File: config.mk
export PLATFORM = sky130hd
export DESIGN_NAME = efc_latch_load_ctl
export DESIGN_NICKNAME = d
export VERILOG_FILES = /design/src/rtl/efc_latch_load_ctl.sv
export SDC_FILE = /design/constraint.sdc
export NUM_CORES = 1
export LEC_CHECK = 0
export CAP_MARGIN = 5
export CORE_ASPECT_RATIO = 0.5
export CORE_MARGIN = 2
export CORE_UTILIZATION = 44
export DETAILED_ROUTE_END_ITERATION = 6
export GPL_TIMING_DRIVEN = 0
export PLACE_DENSITY = 0.9
export SYNTH_ARGS = -nofsm -noshare
export SYNTH_HDL_FRONTEND = slang
export SYNTH_SLANG_ARGS = --single-unit
File: constraint.sdc
create_clock -name clk -period 1.7 [get_ports clk]
set_input_delay 0.255 -clock clk [delete_from_list [all_inputs] [get_ports clk]]
set_output_delay 0.255 -clock clk [all_outputs]
set_load 0.02 [all_outputs]
File: src/rtl/efc_latch_load_ctl.sv
// efc_latch_load_ctl: copies fuse-array words, one at a time, into a bank of
// transparent efuse shadow latches through a shared data bus and one-hot
// latch controls, with setup and hold margin around every latch pulse.
module efc_latch_load_ctl #(
    parameter int NUM_WORDS = 8,
    parameter int WORD_W    = 32,
    parameter int ADDR_W    = 3,
    parameter int RD_LAT    = 2,
    parameter int PULSE_W   = 2
) (
    input  logic                 clk,
    input  logic                 arst_l,
    input  logic                 load_req,
    output logic                 fuse_rd_en,
    output logic [ADDR_W-1:0]    fuse_addr,
    input  logic [WORD_W-1:0]    fuse_rdata,
    output logic [WORD_W-1:0]    lat_d,
    output logic [NUM_WORDS-1:0] lat_c,
    output logic                 load_busy,
    output logic                 load_done
);

    // One counter serves both the read-latency wait and the pulse width.
    localparam int CNT_MAX = (RD_LAT > PULSE_W) ? RD_LAT : PULSE_W;
    localparam int CNT_W   = (CNT_MAX > 1) ? $clog2(CNT_MAX) : 1;

    localparam logic [CNT_W-1:0]  RD_LAST  = CNT_W'(RD_LAT - 1);
    localparam logic [CNT_W-1:0]  PW_LAST  = CNT_W'(PULSE_W - 1);
    localparam logic [ADDR_W-1:0] IDX_LAST = ADDR_W'(NUM_WORDS - 1);

    typedef enum logic [2:0] {
        ST_IDLE  = 3'd0,
        ST_READ  = 3'd1,
        ST_WAIT  = 3'd2,
        ST_SETUP = 3'd3,
        ST_OPEN  = 3'd4,
        ST_HOLD  = 3'd5,
        ST_DONE  = 3'd6
    } state_t;

    state_t                state_r;
    logic [ADDR_W-1:0]     idx_r;
    logic [CNT_W-1:0]      cnt_r;
    logic                  rd_en_r;
    logic [ADDR_W-1:0]     addr_r;
    logic [WORD_W-1:0]     lat_d_r;
    logic [NUM_WORDS-1:0]  lat_c_r;
    logic                  busy_r;
    logic                  done_r;

    // Latch-control pattern for one word: only the selected group is opened.
    function automatic logic [NUM_WORDS-1:0] onehot_sel(input logic [ADDR_W-1:0] idx);
        logic [NUM_WORDS-1:0] v;
        v = '0;
        for (int i = 0; i < NUM_WORDS; i++) begin
            v[i] = (idx == ADDR_W'(i));
        end
        return v;
    endfunction

    // Load sequencer: every output is a flop so lat_c cannot glitch, and the
    // async clear drops any open latch control without needing a clock.
    always_ff @(posedge clk or negedge arst_l) begin
        if (!arst_l) begin
            state_r <= ST_IDLE;
            idx_r   <= '0;
            cnt_r   <= '0;
            rd_en_r <= 1'b0;
            addr_r  <= '0;
            lat_d_r <= '0;
            lat_c_r <= '0;
            busy_r  <= 1'b0;
            done_r  <= 1'b0;
        end else begin
            case (state_r)
                ST_IDLE, ST_DONE: begin
                    if (load_req) begin
                        state_r <= ST_READ;
                        idx_r   <= '0;
                        rd_en_r <= 1'b1;
                        addr_r  <= '0;
                        busy_r  <= 1'b1;
                        done_r  <= 1'b0;
                    end else begin
                        rd_en_r <= 1'b0;
                    end
                end
                ST_READ: begin
                    rd_en_r <= 1'b0;
                    cnt_r   <= '0;
                    state_r <= ST_WAIT;
                end
                ST_WAIT: begin
                    // Fuse data is only looked at on the edge ending the wait.
                    if (cnt_r == RD_LAST) begin
                        lat_d_r <= fuse_rdata;
                        cnt_r   <= '0;
                        state_r <= ST_SETUP;
                    end else begin
                        cnt_r <= cnt_r + CNT_W'(1);
                    end
                end
                ST_SETUP: begin
                    lat_c_r <= onehot_sel(idx_r);
                    cnt_r   <= '0;
                    state_r <= ST_OPEN;
                end
                ST_OPEN: begin
                    if (cnt_r == PW_LAST) begin
                        lat_c_r <= '0;
                        cnt_r   <= '0;
                        state_r <= ST_HOLD;
                    end else begin
                        cnt_r <= cnt_r + CNT_W'(1);
                    end
                end
                ST_HOLD: begin
                    // The index never wraps; the last word finishes the load.
                    if (idx_r < IDX_LAST) begin
                        idx_r   <= idx_r + ADDR_W'(1);
                        addr_r  <= idx_r + ADDR_W'(1);
                        rd_en_r <= 1'b1;
                        state_r <= ST_READ;
                    end else begin
                        busy_r  <= 1'b0;
                        done_r  <= 1'b1;
                        state_r <= ST_DONE;
                    end
                end
                default: begin
                    // Unreachable encoding: close the latches and go idle.
                    state_r <= ST_IDLE;
                    rd_en_r <= 1'b0;
                    lat_c_r <= '0;
                    busy_r  <= 1'b0;
                    done_r  <= 1'b0;
                end
            endcase
        end
    end

    assign fuse_rd_en = rd_en_r;
    assign fuse_addr  = addr_r;
    assign lat_d      = lat_d_r;
    assign lat_c      = lat_c_r;
    assign load_busy  = busy_r;
    assign load_done  = done_r;

endmodule
==> results.md <==
- IO Port Bufs: 80
- DRT antenna net count: 0
- Area Overhead vs Synth: 46.26%
- Chip height: roughly 54 µm
- Vias in the first global route: between 1,500 and 2,000
- Critical path endpoint category: output pin
- Ys Warns: 0
- Diode count: 0
- Core area: around 0.0049 mm²
- Dpl ws: 0.1625 ns
- DPL Wire Length: around 3800 µm
- Crit Path Class: flop to output pin
- R2R cell count: 4
- Initial core utilization: between 40 and 50%
- Layout cell share with drive strength beyond 1: 16.86%
- Synth Register Bits: 50
- Row count: 18
- Grt ovf: 0
- Tightest Pin Transition: 0.4218 ns
- Slack of the critical path: ~0.13 ns
- Die Area: between 0.005 and 0.006 mm²
- Reg2reg start: state_r[0]$_DFFE_PN0P_
- 1st-iter DRT viols: 32
- Status: finished, final reports clean
- Wirelength, routed: around 5000 µm
- Largest net degree at the start of global routing: between 40 and 50
- Static leakage: between 1 and 1.5 nW
- Pwr dens: 1793 mW/mm²
- Distinct cells, synth: 36
- Critical path depth: 1
- Clk slew on worst S/H paths: roughly 0.090 ns
- Synth Cell Area: 0.002188 mm²
- TritonCTS buffer count: 5
- Largest incremental delay on the critical path: ~0.62 ns
- First-pass iteration count of the detailed router: 4
- Most frequent cells in the layout: 76 x clkdlybuf4s50_1, 50 x dfrtp_1, 23 x mux2_2, 9 x mux2_1, 8 x a21oi_1
- Syn nets: between 200 and 250
- Max IR drop VDD: 0.6121 mV
- Worst endpoint required time: between 1 and 1.5 ns
- Max-slew headroom: between 70% and 80%
- Crit Path Max Fanout: 4
- Hold Path Class: input pin to async pin
- Final setup fails: 0
- Commonest non-fill, non-tap cell in the layout: clkdlybuf4s50_1
- Die Wd: roughly 100 µm
- Routed len/inst: about 15 µm
- Crit-path leading delay family: buffers and inverters
- Gate Count Post-Synth: about 170
- Worst skew pair latency: roughly 0.30 ns
- DRC: 0
- Total global routing track utilization: 18.43%
- Routed via count: 1,653
- Worst-case clock buffer depth: 2
- Worst R2R End: lat_d[25]$_DFFE_PN0P_
- I/O pin count: 81
- Sequential cell area fraction in the yosys report: a little under three fifths
- Detailed-route vias per instance: ~5.1
- CTS H-Tree Depth: 2
- Layout Nets: 295
- Root buffer cell: clkbuf_8
- Initial antenna violation count: 0
- Crit-path cells: clkdlybuf4s50_1
- Max Cap Viol: 0
- GPL Wtd Cong: between 0.8 and 0.9
- RSZ-0062 raised after global routing: no
- Arr. time, crit path: roughly 1.3 ns
- Fmax: roughly 640 MHz
- Startpoint types: flop
- Final cycle utilization of the critical path: 92.58%
- Final Util: 65.79%
- R2R Setup Slk: 0.15 ns
- Synth Area per Inst: 13.26 µm²
- WP buf/inv: 1
- Skew final: between 0.007 and 0.008 ns
- Slew Viols, Final: 0
- Hold Violations, Final: 0
- CTS Sinks: 50
- CTS tree: yes
- Post-layout min period: between 1.5 and 2 ns
- First-pass GRT wire length: about 8000 µm
- Max stage delay cell, worst path: clkdlybuf4s50_1
## metal layers
metal  GRT usage, %  vias to the layer above  routed length [µm]  share of wire (%)
met5              0                        -                   0                  0
met4          4.505                        0                  72                1.5
met3          4.358                        9                 220                4.4
met2          35.43                       44                2758                 56
met1          21.83                      830                1908                 38
li1               -                      770                   -                  -
## area by class of cell
type                       instances  area (µm²)
buffer                             9       68.82
clock buffer                       7       86.33
clock inverter                     1       5.005
fill                             358        1664
inverter                           5       18.77
multi-input combinational        101       849.6
sequential                        50        1251
tap                               70       87.58
timing repair buffer              82       833.3
## cells in the mapped netlist, drive strengths merged
library cell | n | area (µm²)
a221oi | 1 | 8.760
dfrtp | 50 | 1251
nand3b | 2 | 15.01
or3 | 1 | 6.260
buf | 9 | 68.81
a21o | 1 | 7.510
nand2b | 2 | 12.51
o211ai | 1 | 7.510
a2bb2oi | 3 | 26.28
and3 | 1 | 6.260
mux2 | 32 | 360.4
nor2b | 2 | 12.51
nand3 | 1 | 5.000
o31ai | 1 | 7.510
xor2 | 1 | 16.27
mux2i | 2 | 20.02
a22o | 6 | 52.55
o21a | 1 | 7.510
nand2 | 6 | 22.52
and2 | 1 | 6.260
a31oi | 1 | 6.260
nor3 | 6 | 41.29
inv | 5 | 18.77
ha | 6 | 75.07
xnor2 | 1 | 8.760
a21oi | 8 | 40.04
o32ai | 1 | 8.760
o21ai | 7 | 35.03
o311ai | 1 | 8.760
a221o | 1 | 10.01
nor2 | 4 | 15.01
## worst max path at each step
stage                                  start                    end
CTS                 fuse_addr[1]$_DFFE_PN0P_           fuse_addr[1]
floorplan             state_r[0]$_DFFE_PN0P_  lat_d[10]$_DFFE_PN0P_
global placement                      arst_l   lat_c[5]$_DFFE_PN0P_
detailed placement    state_r[0]$_DFFE_PN0P_  lat_d[25]$_DFFE_PN0P_
finish                 load_busy$_DFFE_PN0P_              load_busy
global route          state_r[0]$_DFFE_PN0P_   lat_d[7]$_DFFE_PN0P_
## registers in the layout, summed over array words and instances (netlist names)
name	count
lat_d	32
state_r	3
fuse_rd_en	1
cnt_r	1
load_done	1
lat_c	8
load_busy	1
fuse_addr	3
## timing repair
item | 4_1_cts | 5_1_grt
hold endpoints to repair | 10 | 0
buffers inserted | 0 | 0
endpoints found under the setup margin | 0 | 3
resized for setup | 0 | 3
hold buffers | 1 | 0
## stage by stage
step           hold slack [ns]  total power, mW  TNS (ns)  area [µm²]  cells
2_1_floorplan         -0.04059            3.711         0        2188    165
3_3_place_gp            0.4670            4.946    -48.24        3077    315
3_5_place_dp            0.1468            5.070         0        3092    316
4_1_cts                 0.3611            5.782         0        3193    325
5_1_grt                 0.3965            6.069         0        3201    325
6_report                0.3878            5.739         0        3201    325
## report_power, final
group          internal [mW]  switching (mW)
combinational           1.54            1.47
clock                  0.329           0.373
sequential              1.72           0.311
## cells by family after synthesis
logic type      synth area share [%]
fa+ha+maj                      3.430
flops                          57.18
compound gates                 10.35
mux                            17.38
buf+inv                        4.002
simple gates                   6.518
xor+xnor                       1.144
No activity file was read; power rests on OpenSTA's default activity.
